===== src/rtl/ascii_scan_ctrl_if.sv =====
// Host write/load bus and decoder drive outputs of ascii_scan_ctrl.
interface ascii_scan_ctrl_if #(
    parameter int unsigned DIGITS = 4
);
    logic              i_we;
    logic [2:0]        i_wa;
    logic [6:0]        i_wd;
    logic              i_wb;
    logic              i_load;
    logic              o_pend;
    logic              o_frame;
    logic [6:0]        o_d;
    logic              o_abi;
    logic [DIGITS-1:0] o_dig;

    modport master (
        output i_we, i_wa, i_wd, i_wb, i_load,
        input  o_pend, o_frame, o_d, o_abi, o_dig
    );

    modport slave (
        input  i_we, i_wa, i_wd, i_wb, i_load,
        output o_pend, o_frame, o_d, o_abi, o_dig
    );
endinterface


===== src/rtl/ascii_scan_ctrl.sv =====
// Double-buffered, time-multiplexed scanner feeding one shared ascii_decoder.
// Optional per-digit blink is enabled by defining ASCII_SCAN_BLINK_EN.
module ascii_scan_ctrl #(
    parameter int unsigned DIGITS    = 4,
    parameter int unsigned PRESCALE  = 1024,
    parameter int unsigned DEAD      = 16,
    parameter int unsigned BLINK_DIV = 64
) (
    input  logic              i_clk,
    input  logic              i_rst_n,
    ascii_scan_ctrl_if.slave  bus
);

    localparam int unsigned CW = $clog2(PRESCALE);
    localparam int unsigned IW = $clog2(DIGITS);
`ifdef ASCII_SCAN_BLINK_EN
    localparam int unsigned EW = 8;
`else
    localparam int unsigned EW = 7;
`endif
    localparam logic [EW-1:0] SPACE = EW'(7'h20);

    typedef enum logic {BLANK, SHOW} phase_t;

    logic [CW-1:0]     r_cyc;
    logic [IW-1:0]     r_idx;
    phase_t            r_phase;
    logic [EW-1:0]     r_shadow [DIGITS];
    logic [EW-1:0]     r_active [DIGITS];
    logic              r_pend;
    logic              r_frame;
    logic [6:0]        r_d;
    logic              r_abi;
    logic [DIGITS-1:0] r_dig;

    logic          w_boundary;
    logic          w_copy;
    logic          w_cyc_last;
    logic          w_idx_last;
    logic          w_wr_ok;
    logic [EW-1:0] w_wr_entry;
    logic          w_blink_off;

    // r_cyc/r_idx name the slot position being emitted on the next edge
    assign w_boundary = (r_cyc == '0) && (r_idx == '0);
    assign w_copy     = w_boundary && r_pend;
    assign w_cyc_last = (r_cyc == CW'(PRESCALE - 1));
    assign w_idx_last = (r_idx == IW'(DIGITS - 1));
    assign w_wr_ok    = bus.i_we && ({1'b0, bus.i_wa} < 4'(DIGITS));

`ifdef ASCII_SCAN_BLINK_EN
    localparam int unsigned FW = (BLINK_DIV > 1) ? $clog2(BLINK_DIV) : 1;

    logic [FW-1:0] r_fcnt;
    logic          r_boff;

    assign w_wr_entry  = {bus.i_wb, bus.i_wd};
    assign w_blink_off = r_boff && r_active[r_idx][7];

    // Blink phase flips after every BLINK_DIV complete frames
    always_ff @(posedge i_clk or negedge i_rst_n) begin
        if (!i_rst_n) begin
            r_fcnt <= '0;
            r_boff <= 1'b0;
        end else if (w_cyc_last && w_idx_last) begin
            if (r_fcnt == FW'(BLINK_DIV - 1)) begin
                r_fcnt <= '0;
                r_boff <= ~r_boff;
            end else begin
                r_fcnt <= r_fcnt + FW'(1);
            end
        end
    end
`else
    logic w_unused_blink;

    assign w_wr_entry     = bus.i_wd;
    assign w_blink_off    = 1'b0;
    assign w_unused_blink = bus.i_wb ^ (BLINK_DIV == 0);
`endif

    // Slot counter, digit index and blank/show phase
    always_ff @(posedge i_clk or negedge i_rst_n) begin
        if (!i_rst_n) begin
            r_cyc   <= '0;
            r_idx   <= '0;
            r_phase <= BLANK;
        end else begin
            r_cyc <= w_cyc_last ? '0 : r_cyc + CW'(1);
            if (w_cyc_last) begin
                r_idx <= w_idx_last ? '0 : r_idx + IW'(1);
            end
            case (r_phase)
                BLANK:   if (r_cyc == CW'(DEAD - 1)) r_phase <= SHOW;
                SHOW:    if (w_cyc_last)             r_phase <= BLANK;
                default: r_phase <= BLANK;
            endcase
        end
    end

    // Shadow/active store; the copy samples shadow before a same-edge write
    always_ff @(posedge i_clk or negedge i_rst_n) begin
        if (!i_rst_n) begin
            for (int i = 0; i < int'(DIGITS); i++) begin
                r_shadow[i] <= SPACE;
                r_active[i] <= SPACE;
            end
            r_pend <= 1'b0;
        end else begin
            if (w_wr_ok) begin
                r_shadow[IW'(bus.i_wa)] <= w_wr_entry;
            end
            if (w_copy) begin
                r_active <= r_shadow;
            end
            r_pend <= w_copy ? 1'b0 : (r_pend | bus.i_load);
        end
    end

    // Registered decoder drive
    always_ff @(posedge i_clk or negedge i_rst_n) begin
        if (!i_rst_n) begin
            r_frame <= 1'b0;
            r_d     <= 7'h20;
            r_abi   <= 1'b0;
            r_dig   <= '0;
        end else begin
            r_frame <= w_boundary;
            if (r_cyc == '0) begin
                r_d <= w_copy ? r_shadow[0][6:0] : r_active[r_idx][6:0];
            end
            r_dig <= (r_phase == SHOW) ? (DIGITS'(1) << r_idx) : '0;
            r_abi <= (r_phase == SHOW) && !w_blink_off;
        end
    end

    assign bus.o_pend  = r_pend;
    assign bus.o_frame = r_frame;
    assign bus.o_d     = r_d;
    assign bus.o_abi   = r_abi;
    assign bus.o_dig   = r_dig;

endmodule


===== src/flat_wrapper.sv =====
// flat-port wrapper written by rule: the top's interface ports become plain ports
module ascii_scan_ctrl_flat 
#(
    parameter int unsigned DIGITS    = 4,
    parameter int unsigned PRESCALE  = 1024,
    parameter int unsigned DEAD      = 16,
    parameter int unsigned BLINK_DIV = 64
)
  (i_clk, i_rst_n, bus_i_we, bus_i_wa, bus_i_wd, bus_i_wb, bus_i_load, bus_o_pend, bus_o_frame, bus_o_d, bus_o_abi, bus_o_dig);
  ascii_scan_ctrl_if #(.DIGITS(DIGITS)) bus_i ();
  input  logic i_clk;
  input  logic i_rst_n;
  input wire logic [$bits(bus_i.i_we)-1:0] bus_i_we;
  input wire logic [$bits(bus_i.i_wa)-1:0] bus_i_wa;
  input wire logic [$bits(bus_i.i_wd)-1:0] bus_i_wd;
  input wire logic [$bits(bus_i.i_wb)-1:0] bus_i_wb;
  input wire logic [$bits(bus_i.i_load)-1:0] bus_i_load;
  output wire logic [$bits(bus_i.o_pend)-1:0] bus_o_pend;
  output wire logic [$bits(bus_i.o_frame)-1:0] bus_o_frame;
  output wire logic [$bits(bus_i.o_d)-1:0] bus_o_d;
  output wire logic [$bits(bus_i.o_abi)-1:0] bus_o_abi;
  output wire logic [$bits(bus_i.o_dig)-1:0] bus_o_dig;
  assign bus_i.i_we = bus_i_we;
  assign bus_i.i_wa = bus_i_wa;
  assign bus_i.i_wd = bus_i_wd;
  assign bus_i.i_wb = bus_i_wb;
  assign bus_i.i_load = bus_i_load;
  assign bus_o_pend = bus_i.o_pend;
  assign bus_o_frame = bus_i.o_frame;
  assign bus_o_d = bus_i.o_d;
  assign bus_o_abi = bus_i.o_abi;
  assign bus_o_dig = bus_i.o_dig;
  ascii_scan_ctrl #(.DIGITS(DIGITS), .PRESCALE(PRESCALE), .DEAD(DEAD), .BLINK_DIV(BLINK_DIV)) u_core (.i_clk(i_clk), .i_rst_n(i_rst_n), .bus(bus_i));
endmodule

===== config.mk =====
export PLATFORM = sky130hd
export DESIGN_NAME = ascii_scan_ctrl_flat
export DESIGN_NICKNAME = d
export VERILOG_FILES = /design/src/rtl/ascii_scan_ctrl_if.sv /design/src/rtl/ascii_scan_ctrl.sv /design/src/flat_wrapper.sv
export SDC_FILE = /design/constraint.sdc
export NUM_CORES = 1
export LEC_CHECK = 0
export ABC_AREA = 1
export BUFFER_PORTS_ARGS = -buffer_cell sky130_fd_sc_hd__buf_2
export CAP_MARGIN = 15
export CORE_MARGIN = 2
export CORE_UTILIZATION = 55
export DETAILED_ROUTE_END_ITERATION = 12
export GPL_TIMING_DRIVEN = 0
export PLACE_DENSITY = 0.8
export SLEW_MARGIN = 30
export SYNTH_ARGS = -nofsm -noshare
export SYNTH_HDL_FRONTEND = slang
export SYNTH_SLANG_ARGS = --single-unit

===== constraint.sdc =====
create_clock -name i_clk -period 3.6 [get_ports i_clk]
set_input_delay 0.72 -clock i_clk [delete_from_list [all_inputs] [get_ports i_clk]]
set_output_delay 0.72 -clock i_clk [all_outputs]
set_load 0.01 [all_outputs]

==> results of run 1 <==
report_power, final:
group | switching (W) | internal (W)
logic | 0.0000562 | 0.0000335
registers | 0.0000438 | 0.000997
clock network | 0.000366 | 0.000261
total | 0.000466 | 0.00129
layout make-up:
class                      instances  area (µm²)
fill                             585        2500
clock buffer                       9         124
multi-input combinational        281        1410
timing repair buffer              28         165
sequential                        83        2090
tap                               80         100
inverter                          36         135
clock inverter                     7        60.1
buffer                            19         140
worst max-delay path: cells and delay by family, from the launching register on:
family	cells	cell delay, ps
flops	1	410
fa+ha+maj	1	160
simple gates	3	450
buf+inv	6	990
cells in the mapped netlist, types with 5 or more instances:
| cell | number |
|---|---|
| nand2_2 | 8 |
| dfrtp_1 | 74 |
| clkbuf_1 | 5 |
| inv_1 | 33 |
| nor2_1 | 21 |
| nand3_1 | 39 |
| o21ai_0 | 34 |
| a21oi_1 | 7 |
| dfstp_2 | 9 |
| nand4_2 | 6 |
| nand2_1 | 139 |
| ha_1 | 6 |
| buf_6 | 7 |
routing by layer:
layer / part of all wire / vias to the layer above / global-route usage / wire length, µm
met3: 0.046 / 18 / 0.0381 / 336
li1: - / 1413 / - / -
met1: 0.47 / 1310 / 0.291 / 3470
met4: 0.031 / 0 / 0.122 / 227
met5: 0 / - / 0 / 0
met2: 0.45 / 62 / 0.325 / 3300
worst paths after layout:
kind | start | endpoint | slack (ps) | cells past startpoint
hold reg to reg | u_core.r_active[5] | u_core.r_active[5] | 480 | 2
hold / removal | i_rst_n | u_core.r_cyc[6] | 310 | 1
min in group i_clk | u_core.r_active[5] | u_core.r_active[5] | 480 | 2
max in group asynchronous | i_rst_n | u_core.r_shadow[5] | 2660 | 2
setup / recovery | u_core.r_idx[0] | u_core.r_active[9] | 1510 | 10
setup reg to reg | u_core.r_idx[0] | u_core.r_active[9] | 1510 | 10
cells in the final DEF (no fill, tap or decap), drive strengths merged:
cell type,synthesis,routed
nand2,147,147
dfrtp,74,74
buf,13,41
nand3,40,40
inv,35,38
o21ai,36,36
nor2,26,26
clkbuf,6,15
dfstp,9,9
nand4,9,9
a21oi,7,7
ha,6,6
xor2,4,4
clkinvlp,0,3
o31ai,2,2
clkinv,1,2
nand3b,1,1
nor3b,1,1
nor3,1,1
o21a,1,1
flip-flops by register name, summed over array words and instances, names as in the netlist:
signal and flops:
u_core.r_idx 2, u_core.bus.o_abi 1, u_core.r_active 28, u_core.bus.o_d 7, u_core.r_phase 1, u_core.r_cyc 10
u_core.bus.o_frame 1, u_core.bus.o_pend 1, u_core.bus.o_dig 4, u_core.r_shadow 28
through the flow:
step	total power (W)	cells	hold WS, ps	utilization	cell area, µm²
6_report	0.00176	543	307	0.628	4220
5_1_grt	0.00183	543	324	0.628	4220
4_1_cts	0.00177	543	308	0.628	4220
3_5_place_dp	0.00115	527	466	0.601	4040
3_3_place_gp	0.00114	526	453	0.596	4010
2_1_floorplan	0.00109	419	424	-	3770
logic make-up after synthesis:
group | after synthesis | share of synthesized area
and+or+nand+nor | 225 | 0.280
AOI/OAI and AO/OA | 46 | 0.0641
buffers and inverters | 55 | 0.0730
xor gates and xnor gates | 4 | 0.00929
adders and majority gates | 6 | 0.0199
DFF | 83 | 0.554
==> results.yml, run 1 <==
outcome:
  status: "finished clean"
synth:
  synth_edf_count: 0
  synth-seq-cells: 83
  syn_area_per_cell_um2: 9.00
  synth_area_leader_cell: "dfrtp_1"
  synth-async-reset-ratio: 1.00
  syn_nets: 440
  synth_top_area_frac: 0.491
  ys_warn_count: 0
  ys_seq_area_frac: 0.554
  yosys_most_used_dff: "dfrtp_1"
  syn_area_um2: 3770
  ys_types: 31
  synth.top_cells.by_area: "dfrtp_1, nand2_1, dfstp_2, nand3_1, o21ai_0"
  syn_inst: 419
sta:
  drv_slew: 0
  fmax_ghz: 0.479
  period_needed_ps: 2090
  fin_tns_setup_ps: 0
  maxSlewHeadroom: 0.691
  rsz0062_at_grt: "false"
  setup_ws_ps: 1510
  worstMarginPinSlew_ps: 464
  finalHoldViolCount: 0
  finalSetupViolations: 0
  fin_crit_sh: 0.579
  finClkSkew_ps: 7.79
global_routing:
  grt_usage: 0.215
  grt_start_max_net_pins: 50
  grt_pass1_vias: 2711
  grt_pass1_wl_um: 12500
  gr-total-overflow: 0
  grt_antenna_before_repair: 0
flow_run:
  maxCapViolCount: 0
critical_path:
  crit_top_cell: "buf_4"
  cp_cell_sequence: "clkbuf_2, inv_2, buf_4, ha_1, buf_4, inv_1, nor3_4, buf_6, nand3_1, nand2_1"
  crit_path_end_kind: "register"
  cp_slowest_cell: "dfrtp_1"
  crit_path_start_kind: "register"
  cp.arrival_ps: 2390
  worstSetupPathType: "register to register"
  max_stage_delay_ps: 410
  critPathRequiredTime_ps: 3900
  crit_fanout: 11
clocking:
  clk_path_buf_depth: 2
  insertion_delay_ps: 360
  ctsHoldBuffers: 0
  htree_levels: 3
  clock-sinks: 83
  numCtsBuffers: 9
  cts_resized: 0
  postCtsSetupBuffers: 0
  cts_tree: "done"
  cts_root_buf: "clkbuf_8"
  clk_pin_slew_ps: 90
routing:
  wirelength_um: 7330
  vias: 2803
  avgRoutedWirePerCell_um: 13.5
  drtIter0Drc: 152
  drt-pass1-iter-count: 4
  drc: 0
  drtAntennaViolNets: 0
  viasPerCell: 5.16
layout:
  syn2layout_area_growth_pct: 11.9
  drive_gt1_frac: 0.199
  nNetsFinal: 479
  n_antenna_cell: 0
placed_design:
  portBuffers: 27
  dp_hpwl_um: 5400
  dp_slack_ps: 1560
  globalplace.congestion: 0.810
floorplan:
  die_w_um: 86.8
  core_um2: 6720
  io_pins: 29
  dieArea_um2: 7530
  die_y_um: 86.8
  placementRows: 30
  start_util: 0.561
hold_path:
  hold_class: "input pin to async pin"
power:
  vdd_drop_max_uv: 261
  p_per_area_nw_per_um2: 416
  leakage_nw: 2.20
(Power assumes the default switching activity.)
==> run 2: changes to the inputs <==
--- a/config.mk
+++ b/config.mk
@@ -5,14 +5,14 @@
 export SDC_FILE = /design/constraint.sdc
 export NUM_CORES = 1
 export LEC_CHECK = 0
-export ABC_AREA = 1
+export ABC_AREA = 0
 export BUFFER_PORTS_ARGS = -buffer_cell sky130_fd_sc_hd__buf_2
 export CAP_MARGIN = 15
 export CORE_MARGIN = 2
-export CORE_UTILIZATION = 55
+export CORE_UTILIZATION = 53
 export DETAILED_ROUTE_END_ITERATION = 12
 export GPL_TIMING_DRIVEN = 0
-export PLACE_DENSITY = 0.8
+export PLACE_DENSITY = 0.81
 export SLEW_MARGIN = 30
 export SYNTH_ARGS = -nofsm -noshare
 export SYNTH_HDL_FRONTEND = slang
==> constraint.sdc (replaced) <==
create_clock -name i_clk -period 1.81 [get_ports i_clk]
set_input_delay 0.362 -clock i_clk [delete_from_list [all_inputs] [get_ports i_clk]]
set_output_delay 0.362 -clock i_clk [all_outputs]
set_load 0.01 [all_outputs]
==> run 2 against run 1 <==
Hold slack lost 96 ps. Area after synthesis down 4.8%. Register-to-register slack lost 1500 ps. Synthesized cell count decreased by 40%. Cell area increased by 2.8%. Die area decreased by 1.2%. Maximum frequency grew 16%. Combinational power increased to 2.7 times the previous value. Power increased by 110%. Critical endpoint is now u_core.r_active[1]. Largest cell class unchanged.
==> results.yml, run 2 <==
outcome:
  status: "finished clean"
sta:
  finalHoldViolCount: 0
  finalSetupViolations: 0
  drv_slew: 0
  rsz0062_at_grt: "true"
  maxSlewHeadroom: 0.356
  period_needed_ps: 1800
  finClkSkew_ps: 9.40
  worstMarginPinSlew_ps: 964
  fin_crit_sh: 0.992
  fin_tns_setup_ps: 0
  fmax_ghz: 0.557
hold_path:
  worstHoldPathCells: 2
  min_from: "bus_i_load"
  hold_class: "input pin to register"
  min_to: "u_core.bus.o_pend"
clocking:
  cts_tree: "done"
  htree_levels: 3
  clk_path_buf_depth: 2
  clock-sinks: 83
  clk_pin_slew_ps: 80
  insertion_delay_ps: 350
  numCtsBuffers: 9
  cts_root_buf: "clkbuf_8"
synth:
  synth_top_cells_by_count: "dfrtp_1, mux2_2, a31oi_1, dfstp_2, mux2_4"
  synth_area_leader_cell: "dfrtp_1"
  synth_mux_area_frac: 0.238
  syn_area_per_cell_um2: 14.2
  synth-simple-area-share: 0.0715
  synth_adder_area_share: 0.0209
  synth-compound-area-share: 0.0548
  syn_inst: 252
  yosysMostFrequentCell: "dfrtp_1"
  ys_types: 37
  synth_top_area_frac: 0.516
  synthXorXnorAreaFrac: 0.0122
  syn_nets: 273
  ys_warn_count: 0
  yosys_most_used_dff: "dfrtp_1"
  synth-seq-cells: 83
  syn_area_um2: 3590
  synth_edf_count: 0
  synth.top_cells.by_area: "dfrtp_1, mux2_2, dfstp_2, mux2_4, a31oi_1"
  synth-async-reset-ratio: 1.00
  ys_seq_area_frac: 0.582
  synth_top_family_by_area: "multiplexers"
layout:
  final_cell_mix: "dfrtp_1, mux2_2, buf_2"
  mostFrequentLayoutCell: "dfrtp_1"
  fin_util: 0.671
  syn2layout_area_growth_pct: 20.9
  n_antenna_cell: 0
  nFillCells: 475
  reg.largest.list: "u_core.r_active: 28 flops, u_core.r_shadow: 28 flops, u_core.r_cyc: 10 flops"
  drive_gt1_frac: 0.514
  nNetsFinal: 329
power:
  vdd_drop_max_uv: 690
  leakage_nw: 2.06
  p_per_area_nw_per_um2: 857
  power_w: 0.00372
global_routing:
  grt_antenna_before_repair: 0
  grt_usage: 0.212
  grt_pass1_wl_um: 11800
  gr-total-overflow: 0
  grt_pass1_vias: 2359
  grt_start_max_net_pins: 44
critical_path:
  crit_path_start_kind: "register"
  ff2ff_setup_slack_ps: 10
  crit_fanout: 5
  r2r-end: "u_core.r_active[1]"
  critPathRequiredTime_ps: 2040
  crit_path_end_kind: "register"
  rr_worst_depth: 8
  worstSetupPathType: "register to register"
  cp.arrival_ps: 2030
  rr_startpoint: "u_core.r_cyc[0]"
floorplan:
  start_util: 0.555
  dieArea_um2: 7440
  io_pins: 29
  die_w_um: 86.3
  die_y_um: 86.3
  placementRows: 29
  core_um2: 6460
routing:
  viasPerCell: 5.75
  drtAntennaViolNets: 0
  wirelength_um: 7360
  drc: 0
  drtIter0Drc: 87
  avgRoutedWirePerCell_um: 18.9
  drt-pass1-iter-count: 4
  vias: 2244
placed_design:
  globalplace.congestion: 0.773
  portBuffers: 27
  dp_hpwl_um: 4600
flow_run:
  maxCapViolCount: 0
==> run 2: cell types whose count changed in the layout (fill, tap and decap cells not counted), moves of 18 or more <==
cell     delta
inv_1      -29
mux2_2     +63
o21ai_0    -32
nand2_1   -131
nor2_1     -18
nand3_1    -33
==> run 2: cells by family (layout without fill, tap and decap cells) <==
family	count (synthesis)	count (layout)
flops	83	83
mux	73	73
simple gates	40	40
compound gates	30	30
buf+inv	15	76
fa+ha+maj	6	6
xor+xnor	5	5
==> run 2: area by class of cell <==
type,instances,area [µm²],share of cell area
sequential,83,2090,0.482
multi-input combinational,154,1500,0.345
timing repair buffer,48,349,0.0805
clock buffer,13,169,0.0390
tap,77,96.3,0.0222
buffer,6,63.8,0.0147
clock inverter,3,45.0,0.0104
inverter,6,25.0,0.00577
==> run 2: timing repair <==
item                       in CTS  in global routing
pin swaps                       3                  2
setup endpoints to repair      43                 36
hold endpoints to repair       40                  0
hold buffers                    1                  0
gates resized for setup        10                  9
setup buffers                  13                  5
gates cloned                    1                  0
==> run 2: critical path, stage by stage (launching register included) <==
cell and delay (ps):
dfrtp_1 420, inv_2 90, ha_4 120, nor3b_4 170
buf_6 150, nand4_4 100, buf_8 180, buf_12 140
mux2_4 290
==> run 2: worst max-delay path by stage <==
stage / start / to / slack, ps
floorplan: u_core.r_idx[0] / u_core.r_active[0] / -140
global placement: u_core.r_idx[0] / u_core.r_active[11] / -310
detailed placement: u_core.r_idx[0] / u_core.r_active[16] / -380
CTS: u_core.r_cyc[1] / u_core.r_active[15] / 3
global route: u_core.r_cyc[0] / u_core.r_active[0] / -40
finish: u_core.r_cyc[0] / u_core.r_active[1] / 10
==> run 2: report_power, final <==
group / total (W) / leakage (nW) / switching (W) / internal, W
Sequential: 0.00208 / 1.04 / 0.0000741 / 0.00201
Clock: 0.00139 / 0.102 / 0.000639 / 0.000751
Combinational: 0.000246 / 0.910 / 0.000102 / 0.000144
Total: 0.00372 / 2.06 / 0.000815 / 0.00290
==> run 2: stage by stage <==
| stage | instances | setup WS, ps | hold slack [ps] | area [µm²] |
|---|---|---|---|---|
| 6_report | 390 | 14.9 | 212 | 4340 |
| 5_1_grt | 390 | -36.4 | 210 | 4340 |
| 4_1_cts | 386 | 2.51 | 202 | 4260 |
| 3_5_place_dp | 357 | -375 | 292 | 3910 |
| 3_3_place_gp | 356 | -312 | 455 | 3880 |
| 2_1_floorplan | 252 | -137 | 66.4 | 3650 |
==> run 2: per-layer routing <==
layer,share of wire,wire length (µm),track usage
met2,0.52,3840,0.353
met4,0.013,97,0.0710
met5,0,0,0
met1,0.43,3150,0.265
met3,0.037,276,0.0638
